**config.mk**
```make
export PLATFORM = sky130hd
export DESIGN_NAME = lsu_align_unit_flat
export DESIGN_NICKNAME = d
export VERILOG_FILES = /design/src/rtl/lsu_pkg.sv /design/src/rtl/lsu_align_unit_if.sv /design/src/rtl/lsu_lane_shift.sv /design/src/rtl/lsu_align_unit.sv /design/src/flat_wrapper.sv
export SDC_FILE = /design/constraint.sdc
export NUM_CORES = 1
export LEC_CHECK = 0
export BUFFER_PORTS_ARGS = -buffer_cell sky130_fd_sc_hd__buf_4
export CAP_MARGIN = 10
export CORE_UTILIZATION = 35
export CTS_BUF_LIST = sky130_fd_sc_hd__clkbuf_16
export DETAILED_ROUTE_END_ITERATION = 7
export SLEW_MARGIN = 20
export SYNTH_ARGS = -nofsm -noshare
export SYNTH_HDL_FRONTEND = slang
export SYNTH_SLANG_ARGS = --single-unit
```
**constraint.sdc**
```tcl
create_clock -name clk -period 3.2 [get_ports clk]
set_input_delay 0.32 -clock clk [delete_from_list [all_inputs] [get_ports clk]]
set_output_delay 0.32 -clock clk [all_outputs]
set_load 0.005 [all_outputs]
```
**src/rtl/lsu_pkg.sv**
```systemverilog
// Shared types and geometry helpers for the load/store alignment engine.
package lsu_pkg;

   typedef enum logic [1:0] {
      SZ_B = 2'd0,
      SZ_H = 2'd1,
      SZ_W = 2'd2,
      SZ_D = 2'd3
   } size_e;

   typedef enum logic [2:0] {
      ST_IDLE  = 3'd0,
      ST_REQ0  = 3'd1,
      ST_WAIT0 = 3'd2,
      ST_REQ1  = 3'd3,
      ST_WAIT1 = 3'd4,
      ST_RESP  = 3'd5
   } state_e;

   function automatic int bus_bytes(input int bus_width);
      return bus_width / 8;
   endfunction

   function automatic int off_w(input int bus_width);
      return $clog2(bus_width / 8);
   endfunction

endpackage

```
**src/rtl/lsu_align_unit_if.sv**
```systemverilog
// Data-bus beat channel: request with handshake, response always accepted.
interface lsu_align_unit_if #(
   parameter int BUS_WIDTH  = 64,
   parameter int ADDR_WIDTH = 64
);
   logic                   bus_req_valid;
   logic                   bus_req_ready;
   logic [ADDR_WIDTH-1:0]  bus_req_addr;
   logic                   bus_req_wen;
   logic [BUS_WIDTH/8-1:0] bus_req_wstrb;
   logic [BUS_WIDTH-1:0]   bus_req_wdata;
   logic                   bus_resp_valid;
   logic [BUS_WIDTH-1:0]   bus_resp_rdata;
   logic                   bus_resp_err;

   modport master (
      output bus_req_valid, bus_req_addr, bus_req_wen, bus_req_wstrb, bus_req_wdata,
      input  bus_req_ready, bus_resp_valid, bus_resp_rdata, bus_resp_err
   );

   modport slave (
      input  bus_req_valid, bus_req_addr, bus_req_wen, bus_req_wstrb, bus_req_wdata,
      output bus_req_ready, bus_resp_valid, bus_resp_rdata, bus_resp_err
   );
endinterface

```
**src/rtl/lsu_lane_shift.sv**
```systemverilog
// Byte-lane steering: two-beat store data/strobes and merged, extended load result.
module lsu_lane_shift
   import lsu_pkg::*;
#(
   parameter int  XLEN      = 64,
   parameter int  BUS_WIDTH = 64,
   localparam int BUS_BYTES = bus_bytes(BUS_WIDTH),
   localparam int OFF_W     = off_w(BUS_WIDTH)
) (
   input  logic [OFF_W-1:0]     off,
   input  size_e                size,
   input  logic                 uext,
   input  logic [XLEN-1:0]      wdata,
   input  logic [BUS_WIDTH-1:0] beat0,
   input  logic [BUS_WIDTH-1:0] beat1,
   output logic [BUS_WIDTH-1:0] wdata0,
   output logic [BUS_WIDTH-1:0] wdata1,
   output logic [BUS_BYTES-1:0] wstrb0,
   output logic [BUS_BYTES-1:0] wstrb1,
   output logic [XLEN-1:0]      rdata_ext
);
   localparam int XBYTES = XLEN / 8;
   localparam int WIDE   = 2 * BUS_WIDTH;

   logic [3:0]             nbytes;
   logic [OFF_W+2:0]       bit_off;
   logic [XLEN-1:0]        wdata_m;
   logic [2*BUS_BYTES-1:0] strb_base;
   logic [WIDE-1:0]        wide_data;
   logic [2*BUS_BYTES-1:0] wide_strb;
   logic [WIDE-1:0]        cat_data;
   logic [XLEN-1:0]        raw;
   logic                   sign_bit;
   logic                   ext_bit;

   assign nbytes  = 4'd1 << size;
   assign bit_off = {off, 3'b000};

   always_comb begin
      wdata_m   = '0;
      strb_base = '0;
      for (int i = 0; i < XBYTES; i++) begin
         if (i < int'(nbytes)) wdata_m[i*8 +: 8] = wdata[i*8 +: 8];
      end
      for (int i = 0; i < 8; i++) begin
         if (i < int'(nbytes)) strb_base[i] = 1'b1;
      end
   end

   // Store payload spans two bus words; the low half is beat 0, the high half beat 1.
   assign wide_data        = {{(WIDE-XLEN){1'b0}}, wdata_m} << bit_off;
   assign wide_strb        = strb_base << off;
   assign {wdata1, wdata0} = wide_data;
   assign {wstrb1, wstrb0} = wide_strb;

   assign cat_data = {beat1, beat0};

   always_comb begin
      raw = '0;
      for (int i = 0; i < XBYTES; i++) begin
         raw[i*8 +: 8] = cat_data[(int'(off) + i)*8 +: 8];
      end
   end

   always_comb begin
      case (size)
         SZ_B:    sign_bit = raw[7];
         SZ_H:    sign_bit = raw[15];
         SZ_W:    sign_bit = raw[31];
         default: sign_bit = raw[XLEN-1];
      endcase
      ext_bit   = sign_bit & ~uext;
      rdata_ext = '0;
      for (int i = 0; i < XBYTES; i++) begin
         rdata_ext[i*8 +: 8] = (i < int'(nbytes)) ? raw[i*8 +: 8] : {8{ext_bit}};
      end
   end

endmodule

```
**src/rtl/lsu_align_unit.sv**
```systemverilog
// Load/store alignment engine: splits bus-word-crossing accesses into two beats,
// merging loads and byte-strobing stores between the core and the data bus.
//
// state | meaning
// IDLE  | ready for a core request
// REQ0  | presenting beat 0 to the bus
// WAIT0 | waiting for beat 0 response
// REQ1  | presenting beat 1 (split access only)
// WAIT1 | waiting for beat 1 response
// RESP  | one-cycle core response
module lsu_align_unit
   import lsu_pkg::*;
#(
   parameter int XLEN           = 64,
   parameter int BUS_WIDTH      = 64,
   parameter int ALLOW_MISALIGN = 1,
   parameter int ADDR_WIDTH     = 64
) (
   input  logic                  clk,
   input  logic                  rst_n,
   input  logic                  core_req_valid,
   output logic                  core_req_ready,
   input  logic [ADDR_WIDTH-1:0] core_req_addr,
   input  logic [1:0]            core_req_size,
   input  logic                  core_req_wen,
   input  logic                  core_req_uext,
   input  logic [XLEN-1:0]       core_req_wdata,
   output logic                  core_resp_valid,
   output logic [XLEN-1:0]       core_resp_rdata,
   output logic                  core_resp_err,
   lsu_align_unit_if.master      bus
);
   localparam int BUS_BYTES = bus_bytes(BUS_WIDTH);
   localparam int OFF_W     = off_w(BUS_WIDTH);

   state_e                state, state_nxt;
   logic [ADDR_WIDTH-1:0] addr_q;
   size_e                 size_q;
   logic                  wen_q;
   logic                  uext_q;
   logic                  split_q;
   logic                  err_q;
   logic [XLEN-1:0]       wdata_q;
   logic [XLEN-1:0]       rdata_q;
   logic [BUS_WIDTH-1:0]  beat0_q;

   logic [OFF_W-1:0]      req_off;
   logic [3:0]            req_nbytes;
   logic                  req_split;
   logic                  req_err;
   logic                  accept;
   logic                  beat_done;

   logic [ADDR_WIDTH-1:0] beat0_addr;
   logic [ADDR_WIDTH-1:0] beat1_addr;
   logic [BUS_WIDTH-1:0]  ls_beat0;
   logic [BUS_WIDTH-1:0]  ls_beat1;
   logic [BUS_WIDTH-1:0]  ls_wdata0;
   logic [BUS_WIDTH-1:0]  ls_wdata1;
   logic [BUS_BYTES-1:0]  ls_wstrb0;
   logic [BUS_BYTES-1:0]  ls_wstrb1;
   logic [XLEN-1:0]       ls_rdata;

   assign req_off    = core_req_addr[OFF_W-1:0];
   assign req_nbytes = 4'd1 << core_req_size;
   assign req_split  = (int'(req_off) + int'(req_nbytes)) > BUS_BYTES;
   assign req_err    = ((core_req_size == SZ_D) && (XLEN == 32)) ||
                       ((ALLOW_MISALIGN == 0) &&
                        ((core_req_addr[2:0] & (req_nbytes[2:0] - 3'd1)) != 3'd0));

   assign accept    = (state == ST_IDLE) && core_req_valid;
   assign beat_done = bus.bus_resp_valid && ((state == ST_WAIT0) || (state == ST_WAIT1));

   assign beat0_addr = {addr_q[ADDR_WIDTH-1:OFF_W], {OFF_W{1'b0}}};
   assign beat1_addr = beat0_addr + ADDR_WIDTH'(BUS_BYTES);

   // Live response data feeds the merge so the result can register on the final beat.
   assign ls_beat0 = (state == ST_WAIT0) ? bus.bus_resp_rdata : beat0_q;
   assign ls_beat1 = (state == ST_WAIT1) ? bus.bus_resp_rdata : '0;

   lsu_lane_shift #(
      .XLEN      (XLEN),
      .BUS_WIDTH (BUS_WIDTH)
   ) u_lane_shift (
      .off       (addr_q[OFF_W-1:0]),
      .size      (size_q),
      .uext      (uext_q),
      .wdata     (wdata_q),
      .beat0     (ls_beat0),
      .beat1     (ls_beat1),
      .wdata0    (ls_wdata0),
      .wdata1    (ls_wdata1),
      .wstrb0    (ls_wstrb0),
      .wstrb1    (ls_wstrb1),
      .rdata_ext (ls_rdata)
   );

   always_ff @(posedge clk or negedge rst_n) begin
      if (!rst_n) state <= ST_IDLE;
      else        state <= state_nxt;
   end

   always_comb begin
      state_nxt         = state;
      core_req_ready    = 1'b0;
      core_resp_valid   = 1'b0;
      bus.bus_req_valid = 1'b0;
      case (state)
         ST_IDLE: begin
            core_req_ready = 1'b1;
            if (core_req_valid) state_nxt = req_err ? ST_RESP : ST_REQ0;
         end
         ST_REQ0: begin
            bus.bus_req_valid = 1'b1;
            if (bus.bus_req_ready) state_nxt = ST_WAIT0;
         end
         ST_WAIT0: begin
            if (bus.bus_resp_valid)
               state_nxt = (split_q && !bus.bus_resp_err) ? ST_REQ1 : ST_RESP;
         end
         ST_REQ1: begin
            bus.bus_req_valid = 1'b1;
            if (bus.bus_req_ready) state_nxt = ST_WAIT1;
         end
         ST_WAIT1: begin
            if (bus.bus_resp_valid) state_nxt = ST_RESP;
         end
         ST_RESP: begin
            core_resp_valid = 1'b1;
            state_nxt       = ST_IDLE;
         end
         default: state_nxt = ST_IDLE;
      endcase
   end

   always_comb begin
      bus.bus_req_addr  = '0;
      bus.bus_req_wen   = 1'b0;
      bus.bus_req_wstrb = '0;
      bus.bus_req_wdata = '0;
      if (state == ST_REQ0) begin
         bus.bus_req_addr  = beat0_addr;
         bus.bus_req_wen   = wen_q;
         bus.bus_req_wstrb = wen_q ? ls_wstrb0 : '0;
         bus.bus_req_wdata = wen_q ? ls_wdata0 : '0;
      end else if (state == ST_REQ1) begin
         bus.bus_req_addr  = beat1_addr;
         bus.bus_req_wen   = wen_q;
         bus.bus_req_wstrb = wen_q ? ls_wstrb1 : '0;
         bus.bus_req_wdata = wen_q ? ls_wdata1 : '0;
      end
   end

   assign core_resp_rdata = (state == ST_RESP) ? rdata_q : '0;
   assign core_resp_err   = (state == ST_RESP) && err_q;

   always_ff @(posedge clk or negedge rst_n) begin
      if (!rst_n) begin
         addr_q  <= '0;
         size_q  <= SZ_B;
         wen_q   <= 1'b0;
         uext_q  <= 1'b0;
         split_q <= 1'b0;
         err_q   <= 1'b0;
         wdata_q <= '0;
         rdata_q <= '0;
         beat0_q <= '0;
      end else begin
         if (accept) begin
            addr_q  <= core_req_addr;
            size_q  <= size_e'(core_req_size);
            wen_q   <= core_req_wen;
            uext_q  <= core_req_uext;
            wdata_q <= core_req_wdata;
            split_q <= req_split;
            err_q   <= req_err;
            rdata_q <= '0;
         end
         if ((state == ST_WAIT0) && bus.bus_resp_valid) beat0_q <= bus.bus_resp_rdata;
         // A split beat-0 result is provisional; the beat-1 merge overwrites it.
         if (beat_done) begin
            err_q   <= err_q | bus.bus_resp_err;
            rdata_q <= (wen_q || bus.bus_resp_err) ? '0 : ls_rdata;
         end
      end
   end

endmodule

```
**src/flat_wrapper.sv**
```systemverilog
// flat-port wrapper written by rule: the top's interface ports become plain ports
module lsu_align_unit_flat import lsu_pkg::*;
#(
   parameter int XLEN           = 64,
   parameter int BUS_WIDTH      = 64,
   parameter int ALLOW_MISALIGN = 1,
   parameter int ADDR_WIDTH     = 64
)
  (clk, rst_n, core_req_valid, core_req_ready, core_req_addr, core_req_size, core_req_wen, core_req_uext, core_req_wdata, core_resp_valid, core_resp_rdata, core_resp_err, bus_bus_req_valid, bus_bus_req_addr, bus_bus_req_wen, bus_bus_req_wstrb, bus_bus_req_wdata, bus_bus_req_ready, bus_bus_resp_valid, bus_bus_resp_rdata, bus_bus_resp_err);
  lsu_align_unit_if #(.BUS_WIDTH(BUS_WIDTH), .ADDR_WIDTH(ADDR_WIDTH)) bus_i ();
  input  logic clk;
  input  logic rst_n;
  input  logic core_req_valid;
  output logic core_req_ready;
  input  logic [ADDR_WIDTH-1:0] core_req_addr;
  input  logic [1:0] core_req_size;
  input  logic core_req_wen;
  input  logic core_req_uext;
  input  logic [XLEN-1:0] core_req_wdata;
  output logic core_resp_valid;
  output logic [XLEN-1:0] core_resp_rdata;
  output logic core_resp_err;
  output wire logic [$bits(bus_i.bus_req_valid)-1:0] bus_bus_req_valid;
  output wire logic [$bits(bus_i.bus_req_addr)-1:0] bus_bus_req_addr;
  output wire logic [$bits(bus_i.bus_req_wen)-1:0] bus_bus_req_wen;
  output wire logic [$bits(bus_i.bus_req_wstrb)-1:0] bus_bus_req_wstrb;
  output wire logic [$bits(bus_i.bus_req_wdata)-1:0] bus_bus_req_wdata;
  input wire logic [$bits(bus_i.bus_req_ready)-1:0] bus_bus_req_ready;
  input wire logic [$bits(bus_i.bus_resp_valid)-1:0] bus_bus_resp_valid;
  input wire logic [$bits(bus_i.bus_resp_rdata)-1:0] bus_bus_resp_rdata;
  input wire logic [$bits(bus_i.bus_resp_err)-1:0] bus_bus_resp_err;
  assign bus_bus_req_valid = bus_i.bus_req_valid;
  assign bus_bus_req_addr = bus_i.bus_req_addr;
  assign bus_bus_req_wen = bus_i.bus_req_wen;
  assign bus_bus_req_wstrb = bus_i.bus_req_wstrb;
  assign bus_bus_req_wdata = bus_i.bus_req_wdata;
  assign bus_i.bus_req_ready = bus_bus_req_ready;
  assign bus_i.bus_resp_valid = bus_bus_resp_valid;
  assign bus_i.bus_resp_rdata = bus_bus_resp_rdata;
  assign bus_i.bus_resp_err = bus_bus_resp_err;
  lsu_align_unit #(.XLEN(XLEN), .BUS_WIDTH(BUS_WIDTH), .ALLOW_MISALIGN(ALLOW_MISALIGN), .ADDR_WIDTH(ADDR_WIDTH)) u_core (.clk(clk), .rst_n(rst_n), .core_req_valid(core_req_valid), .core_req_ready(core_req_ready), .core_req_addr(core_req_addr), .core_req_size(core_req_size), .core_req_wen(core_req_wen), .core_req_uext(core_req_uext), .core_req_wdata(core_req_wdata), .core_resp_valid(core_resp_valid), .core_resp_rdata(core_resp_rdata), .core_resp_err(core_resp_err), .bus(bus_i));
endmodule
```
==> flow_summary.json, run 1 <==
{
  "cts_tree": "done",
  "die_height_microns": 235,
  "worstPathArrival_ns": 2.83,
  "cp-start-kind": "flop",
  "maxCapViolCount": 0,
  "fmax_ghz": 0.317,
  "setup_tns_ns": 0,
  "synth_cell_types": 69,
  "syn-mean-instance-area_sq_um": 9.66,
  "core_area_sq_um": 53000,
  "root_buffer": "clkbuf_16",
  "drive_gt1_share_pct": 36.2,
  "setup_viol": 0,
  "port_buffers": 403,
  "drtAntennaViolNets": 0,
  "worstPathRequired_ns": 2.88,
  "finalWirelength_microns": 74900,
  "max_slew_margin_pct": 44.6,
  "dp_hpwl_microns": 54300,
  "status": "complete, no violations",
  "clock-sinks": 265,
  "finalCritPeriodShare_pct": 98.5,
  "powerDensity_nw_per_um2": 945,
  "h-tree-depth": 2,
  "synth_most_common_cell": "dfrtp_1",
  "ir_drop_mv": 0.498,
  "synth_top_area_share_pct": 35.0,
  "ys_dominant_reg_cell": "dfrtp_1",
  "place_congestion": 1.02,
  "area_growth_pct": 32.6,
  "yosysSeqAreaShare_pct": 35.0,
  "finalNonFillerCells": 3112,
  "fin_crit_ns": 3.15,
  "cts-buffers-inserted": 34,
  "placed_cells": 2941,
  "place_ws_ns": 0.250,
  "utilization_pct": 47.4,
  "nNetsFinal": 2607,
  "cts.clk_slew.worst_paths_ns": 0.07,
  "die_x_microns": 235,
  "ios": 407,
  "grt_overflow": 0,
  "grt_pass1_wl_microns": 113000,
  "synth_cells": 1960,
  "hold_path_class": "in -> reg",
  "num_rows": 84,
  "finalWorstSetupSlack_ns": 0.0492,
  "route.detailed.drc": 0,
  "rsz0062_at_grt": "true",
  "grtUsageTotal_pct": 26.5,
  "crit_fanout": 43,
  "start_util_pct": 35.8,
  "multi_input_comb_area_sq_um": 11700,
  "ys_ff_latch": 265,
  "clockBufferDepth": 3,
  "async_reset_ff_share_pct": 100,
  "die_area_sq_um": 55100,
  "fillers": 5037,
  "worstSetupPathType": "reg -> out",
  "ys_top_cells_by_count": "dfrtp_1, mux2_2, nand2_1",
  "dr_total_vias": 18000,
  "finalHoldViolCount": 0,
  "yosysTopAreaCell": "dfrtp_1",
  "p_leak_nw": 10.7,
  "grt_pass1_vias": 18000,
  "synth_area_leaders": "dfrtp_1, mux2_2, mux2i_1",
  "dr.pass1.iters": 5,
  "grt_antenna_before_repair": 7,
  "slew_violations": 0,
  "clock_latency_ns": 0.54,
  "final_area_sq_um": 25100,
  "tightest_slew_ns": 0.827,
  "synth_edf_count": 0,
  "crit_path_end_kind": "primary output",
  "drt-initial-drc-count": 1487,
  "layout.area.seq_sq_um": 6650,
  "viasPerCell": 5.78,
  "routedWlPerCell_microns": 24.1,
  "grt_max_degree": 77,
  "syn-cell-area_sq_um": 18900,
  "placed_area_sq_um": 22700,
  "yosysWarnings": 0,
  "skew_ns": 0.0142
}
==> final timing paths <==
kind                                    start                    end  cells after the start  slack, ns
max                          u_core.addr_q[0]  bus_bus_req_wdata[63]                      6       0.05
min                        core_req_wdata[60]     u_core.wdata_q[60]                      2       0.02
max reg2reg                  u_core.addr_q[0]     u_core.rdata_q[24]                      6       0.27
min reg2reg                u_core.rdata_q[34]     u_core.rdata_q[34]                      2       0.48
max in group asynchronous               rst_n      u_core.addr_q[22]                      3       1.90
min in group asynchronous               rst_n     u_core.beat0_q[12]                      2       0.34
==> flip-flops by register name, indices dropped and copies added, names as in the netlist <==
register,flops
u_core.addr_q,64
u_core.beat0_q,64
u_core.rdata_q,64
u_core.wdata_q,64
u_core.state,3
u_core.size_q,2
u_core.err_q,1
u_core.split_q,1
u_core.uext_q,1
u_core.wen_q,1
==> logic make-up (layout without fill, tap and decap cells) <==
logic type                 count (synthesis)  in the layout  synth area share [%]
xor gates and xnor gates                  59             59                  2.73
muxes                                    431            431                  27.0
adders and majority gates                  5              5                 0.370
and+or+nand+nor                          610            610                  15.7
buffers and inverters                    198            656                  4.86
other                                      1              7                0.0198
DFF                                      265            265                  35.0
AOI/OAI and AO/OA                        391            391                  14.3
==> through the flow <==
stage                     total power [mW]  hold WS (ns)
after floorplan                       15.0        0.0244
after global placement                19.3         0.344
after detailed placement              19.5         0.349
after CTS                             23.5      0.000452
after global routing                  25.1       0.00501
final                                 23.8        0.0207
==> repair_timing <==
| action | in CTS | in global routing |
|---|---|---|
| cloned | 1 | 0 |
| gates resized for setup | 25 | 34 |
| pin swaps | 0 | 7 |
| endpoints found under the hold margin | 169 | 0 |
| endpoints found under the setup margin | 62 | 75 |
| hold buffers | 99 | 0 |
| setup buffers | 1 | 10 |
==> cell usage in the layout, fill, tap and decap left out, types with 35 or more instances in the layout <==
cell type and instances:
buf_4 456, dfrtp_1 259, mux2_2 230, nand2_1 188, mux2i_1 157, nor2_1 129
dlygate4sd3_1 99, and2_1 80, a21oi_1 79, o21ai_0 75, xnor2_1 48, nor3_1 46
mux4_2 41, a22oi_1 38, nand3_1 35, clkbuf_16 35
==> area by class of cell <==
type	instances	share of cell area, %
sequential	265	26.5
tap	688	3.43
clock inverter	21	0.628
inverter	25	0.384
antenna	4	0.0398
multi-input combinational	1499	46.4
timing repair buffer	575	19.2
clock buffer	35	3.49
==> critical path: stages, from the launching register on <==
cell and delay (ns):
dfrtp_4 0.59, bufbuf_16 0.39, o21ai_2 0.32, a21boi_0 0.17, mux2_2 0.32, nor2_1 0.30, buf_4 0.18
==> report_power, final <==
group | switching, mW | internal [mW]
logic | 7.21 | 6.18
registers | 1.80 | 4.92
clock network | 1.56 | 2.07
==> metal layers <==
layer / share of wire [%] / vias to the layer above / routed length, microns / global-route usage [%]
li1: - / 8094 / - / -
met5: 0.075 / - / 56 / 0
met3: 7.9 / 163 / 5930 / 5.72
met4: 4.2 / 8 / 3110 / 11.2
met1: 42 / 8909 / 31600 / 34.7
met2: 46 / 814 / 34200 / 42.0
No activity file was read; power rests on OpenSTA's default activity.
==> run 2: changes to the inputs <==
- CORE_ASPECT_RATIO: unset -> 1.25
==> flow_summary.json, run 2 (synthesis gave the netlist of run 1 again) <==
{
  "route.detailed.drc": 0,
  "hold_path_class": "in -> reg",
  "worstPathArrival_ns": 2.75,
  "grt_pass1_vias": 18200,
  "nNetsFinal": 2633,
  "cts_tree": "done",
  "finalHoldViolCount": 0,
  "grt_antenna_before_repair": 4,
  "path_buf_inv": 2,
  "drive_gt1_share_pct": 35.7,
  "fillers": 4990,
  "multi_input_comb_area_sq_um": 11600,
  "reg2reg_setup_slack_ns": 0.25,
  "maxCapViolCount": 0,
  "grt_max_degree": 84,
  "root_buffer": "clkbuf_16",
  "rsz0062_at_grt": "true",
  "drtAntennaViolNets": 0,
  "num_rows": 94,
  "grt_pass1_wl_microns": 114000,
  "crit_path_end_kind": "primary output",
  "clock_latency_ns": 0.56,
  "viasPerCell": 5.76,
  "skew_ns": 0.0331,
  "finalPower_mw": 24.3,
  "critPathSlowestCell": "dfrtp_1",
  "dp_hpwl_microns": 55800,
  "die_height_microns": 262,
  "max_slew_margin_pct": 40.5,
  "grtUsageTotal_pct": 27.2,
  "core_area_sq_um": 53000,
  "fmax_ghz": 0.325,
  "slew_violations": 0,
  "port_buffers": 403,
  "routedWlPerCell_microns": 24.2,
  "dr.pass1.iters": 8,
  "clockBufferDepth": 3,
  "fin_crit_ns": 3.07,
  "path_cells": "nand2_1, buf_4, nor2_1, a21oi_1, mux2_2, nor2_1, buf_4",
  "crit_fanout": 31,
  "finalWirelength_microns": 76800,
  "p_leak_nw": 10.8,
  "tightest_slew_ns": 0.889,
  "mostFrequentLayoutCells": "buf_4, dfrtp_1, mux2_2",
  "h-tree-depth": 2,
  "status": "complete, no violations",
  "finalCritPeriodShare_pct": 96.1,
  "grt_overflow": 0,
  "place_congestion": 0.961,
  "powerDensity_nw_per_um2": 954,
  "cts-buffers-inserted": 34,
  "die_area_sq_um": 55100,
  "area_growth_pct": 34.5,
  "worstSetupPathType": "reg -> out",
  "cts.clk_slew.worst_paths_ns": 0.06,
  "start_util_pct": 35.7,
  "slowest_delay_ns": 0.58,
  "hold_ws_ns": 0.0200,
  "cp-start-kind": "flop",
  "layout.area.seq_sq_um": 6650,
  "dr_total_vias": 18300,
  "ir_drop_mv": 0.487,
  "worstPathRequired_ns": 2.88,
  "mostFrequentLayoutCell": "buf_4",
  "drt-initial-drc-count": 1442,
  "ios": 407,
  "die_x_microns": 210,
  "clock-sinks": 265,
  "setup_viol": 0,
  "critPathTopFamily": "simple AND/OR/NAND/NOR gates"
}
run 2: layout make-up:
| type | count | share of cell area, % |
|---|---|---|
| clock buffers | 35 | 3.44 |
| multi-input cells | 1499 | 45.6 |
| repair buffers | 601 | 19.8 |
| inverters | 25 | 0.373 |
| diodes | 1 | 0.00983 |
| clock inverters | 27 | 1.13 |
| well taps | 720 | 3.54 |
| flip-flops and latches | 265 | 26.1 |
run 2: per-stage QoR:
step           util [%]  instances  cell area (sq um)  TNS (ns)  setup WS [ns]
2_1_floorplan         -       1962              18900         0          0.765
4_1_cts            47.6       3163              25200         0        0.00140
5_1_grt            48.0       3173              25500   -0.0871        -0.0374
6_report           48.0       3173              25500         0          0.126
3_5_place_dp       42.9       2978              22800         0          0.288
3_3_place_gp       42.9       2978              22800         0          0.363
run 2: final timing paths:
path / from / end / cells past startpoint
max: u_core.size_q[0] / bus_bus_req_wdata[63] / 7
min: core_req_wdata[38] / u_core.wdata_q[38] / 2
max reg2reg: u_core.addr_q[0] / u_core.rdata_q[42] / 7
min reg2reg: u_core.rdata_q[38] / u_core.rdata_q[38] / 2
max in group asynchronous: rst_n / u_core.addr_q[3] / 3
min in group asynchronous: rst_n / u_core.beat0_q[16] / 2
run 2: report_power, final:
part	switching, mW	internal (mW)	leakage [nW]
combinational	7.29	6.22	6.95
sequential	1.79	4.92	3.27
clock	1.67	2.41	0.592
run 2: layer usage:
layer | GRT usage (%) | vias to the layer above | share of wire, % | wire length [microns]
met3 | 3.66 | 189 | 5.9 | 4520
met2 | 48.5 | 839 | 51 | 39100
met5 | 0 | - | 0.029 | 22
li1 | - | 8130 | - | -
met4 | 14.1 | 4 | 5.4 | 4140
met1 | 32.0 | 9113 | 38 | 29100
run 2: timing repair:
action                     4_1_cts  5_1_grt
resized for setup               14       28
setup buffers                    2        8
setup endpoints to repair       55       66
pin swaps                        1        5
hold endpoints to repair       198        0
cloned                           0        1
hold buffers                   121        0
==> run 3: changes to the inputs <==
--- a/config.mk
+++ b/config.mk
@@ -12,4 +12,5 @@
 export CTS_BUF_LIST = sky130_fd_sc_hd__clkbuf_16
 export DETAILED_ROUTE_END_ITERATION = 7
+export GPL_TIMING_DRIVEN = 1
 export SLEW_MARGIN = 20
 export SYNTH_ARGS = -nofsm -noshare
==> constraint.sdc (replaced) <==
create_clock -name clk -period 3.2 [get_ports clk]
set_input_delay 0.32 -clock clk [delete_from_list [all_inputs] [get_ports clk]]
set_output_delay 0.32 -clock clk [all_outputs]
set_load 0.01 [all_outputs]
==> flow_summary.json, run 3 (synthesis gave the netlist of run 1 again) <==
{
  "status": "complete, no violations",
  "clock_latency_ns": 0.56,
  "slowest_delay_ns": 0.44,
  "die_x_microns": 210,
  "root_buffer": "clkbuf_16",
  "p_switching_mw": 11.0,
  "p_seq_share_pct": 27.3,
  "max_slew_margin_pct": 42.0,
  "port_buffers": 403,
  "place_ws_ns": 0.241,
  "path_buf_inv": 2,
  "p_comb_share_pct": 56.9,
  "p_sw_share_pct": 45.1,
  "p_int_mw": 13.4,
  "hold_start": "core_req_wdata[34]",
  "finalCritPeriodShare_pct": 97.1,
  "worstPathRequired_ns": 2.88,
  "fin_crit_ns": 3.11,
  "dr.pass1.iters": 6,
  "viasPerCell": 5.72,
  "path_cells": "ha_2, nand3_1, nor3_2, nand4_1, buf_4, nor4_1, xnor2_1, nor2_1, buf_4",
  "worst_r2r_path_depth": 7,
  "finalWirelength_microns": 76400,
  "grt_pass1_vias": 18400,
  "setup_viol": 0,
  "routedWlPerCell_microns": 24.0,
  "nNetsFinal": 2639,
  "reg2reg_setup_slack_ns": 0.27,
  "dp_hpwl_microns": 55700,
  "core_area_sq_um": 53000,
  "clock-sinks": 265,
  "utilization_pct": 48.1,
  "skew_ns": 0.0274,
  "finalWorstSetupSlack_ns": 0.0932,
  "slew_violations": 0,
  "ir_drop_mv": 0.555,
  "rsz0062_at_grt": "true",
  "whs_endpoint": "u_core.wdata_q[34]",
  "crit_path_end_kind": "primary output",
  "r2r-start": "u_core.state[0]",
  "drive_gt1_share_pct": 35.3,
  "grtUsageTotal_pct": 27.3,
  "critPathSlowestCell": "dfrtp_1",
  "powerDensity_nw_per_um2": 959,
  "dr_total_vias": 18200,
  "start_util_pct": 35.7,
  "r2r-end": "u_core.rdata_q[44]",
  "tightest_slew_ns": 0.870,
  "cts.clk_slew.worst_paths_ns": 0.06,
  "fmax_ghz": 0.322,
  "place_congestion": 0.979,
  "worstPathArrival_ns": 2.79,
  "grt_antenna_before_repair": 6,
  "cp-start-kind": "flop",
  "ios": 407,
  "cts_tree": "done",
  "path_common_cell": "buf_4",
  "maxCapViolCount": 0,
  "route.detailed.drc": 0,
  "worstSetupPathType": "reg -> out",
  "die_area_sq_um": 55100,
  "grt_pass1_wl_microns": 114000,
  "whs_path_depth": 2,
  "grt_overflow": 0,
  "clockPowerShare_pct": 15.8,
  "clockBufferDepth": 3,
  "finalHoldViolCount": 0,
  "hold_path_class": "in -> reg",
  "cts-buffers-inserted": 34,
  "die_height_microns": 262,
  "critPathTopFamily": "simple AND/OR/NAND/NOR gates",
  "mostFrequentLayoutCell": "buf_4",
  "num_rows": 94,
  "drt-initial-drc-count": 1327,
  "p_leak_nw": 10.8,
  "crit_fanout": 20,
  "area_growth_pct": 34.6,
  "h-tree-depth": 2,
  "grt_max_degree": 127,
  "drtAntennaViolNets": 0,
  "mostFrequentLayoutCells": "buf_4, dfrtp_1, mux2_2"
}
## run 3: changes by cell type in the layout (fill, tap and decap cells not counted), sizes merged
cell,before,now
bufinv,5,3
buf,479,477
bufbuf,0,1
clkbuf,36,35
diode,1,3
clkinv,11,14
inv,33,30
dlygate4sd3,121,129
## run 3: per-stage QoR
stage / TNS [ns] / area (sq um) / total power, mW / hold WS [ns] / cells
final: 0 / 25500 / 24.5 / 0.0281 / 3179
after global routing: -0.472 / 25500 / 25.8 / 0.00568 / 3178
after CTS: 0 / 25300 / 24.2 / 0.0000452 / 3169
after detailed placement: 0 / 22800 / 20.0 / 0.400 / 2977
after global placement: 0 / 22800 / 19.8 / 0.387 / 2977
after floorplan: 0 / 18900 / 15.2 / 0.0244 / 1962
## run 3: area by class of cell
type | count | area, sq um
clock inverter | 25 | 221
tap | 720 | 901
fill | 4969 | 27500
sequential | 265 | 6640
antenna | 3 | 7.51
clock buffer | 35 | 876
inverter | 25 | 96.3
timing repair buffer | 607 | 5140
multi-input combinational | 1499 | 11600
## run 3: how the worst max path moves through the flow
stage	startpoint	endpoint	slack, ns	depth (start not counted)
floorplan	u_core.addr_q[0]	bus_bus_req_wdata[49]	0.74	10
global placement	u_core.state[0]	u_core.rdata_q[30]	0.31	7
detailed placement	u_core.state[0]	u_core.rdata_q[30]	0.24	7
CTS	u_core.addr_q[31]	bus_bus_req_addr[55]	0.01	8
global route	u_core.addr_q[3]	bus_bus_req_addr[63]	-0.08	9
finish	u_core.addr_q[3]	bus_bus_req_addr[63]	0.09	9
## run 3: worst reg2reg max path, stage by stage, from the launching register on
cell and delay (ns):
dfrtp_1 0.46, nor3b_4 0.30, buf_12 0.25, mux2i_1 0.30, nand4_1 0.17, a311oi_1 0.55
o31a_1 0.59, o21ai_1 0.16
## run 3: power by group through the flow
| stage | registers [mW] | logic [mW] | clock network [mW] |
|---|---|---|---|
| after CTS | 6.65 | 13.6 | 3.95 |
| after floorplan | 5.84 | 9.41 | 0 |
| after global placement | 6.63 | 13.1 | 0 |
| after detailed placement | 6.68 | 13.3 | 0 |
| final | 6.69 | 13.9 | 3.86 |
| after global routing | 6.86 | 14.8 | 4.06 |
## run 3: metal layers
metal  part of all wire (%)  vias up  track usage (%)
met3                    5.2      207             4.39
li1                       -     8151                -
met4                    6.2        8             16.2
met1                     38     9036             31.4
met5                  0.068        -                0
met2                     50      773             47.8
## run 3: repair_timing
item / CTS / global route
hold endpoints to repair: 203 / 0
buffers inserted: 2 / 7
cloned: 1 / 0
hold buffers: 129 / 0
pin swaps: 3 / 2
resized for setup: 18 / 32
setup endpoints to repair: 65 / 61
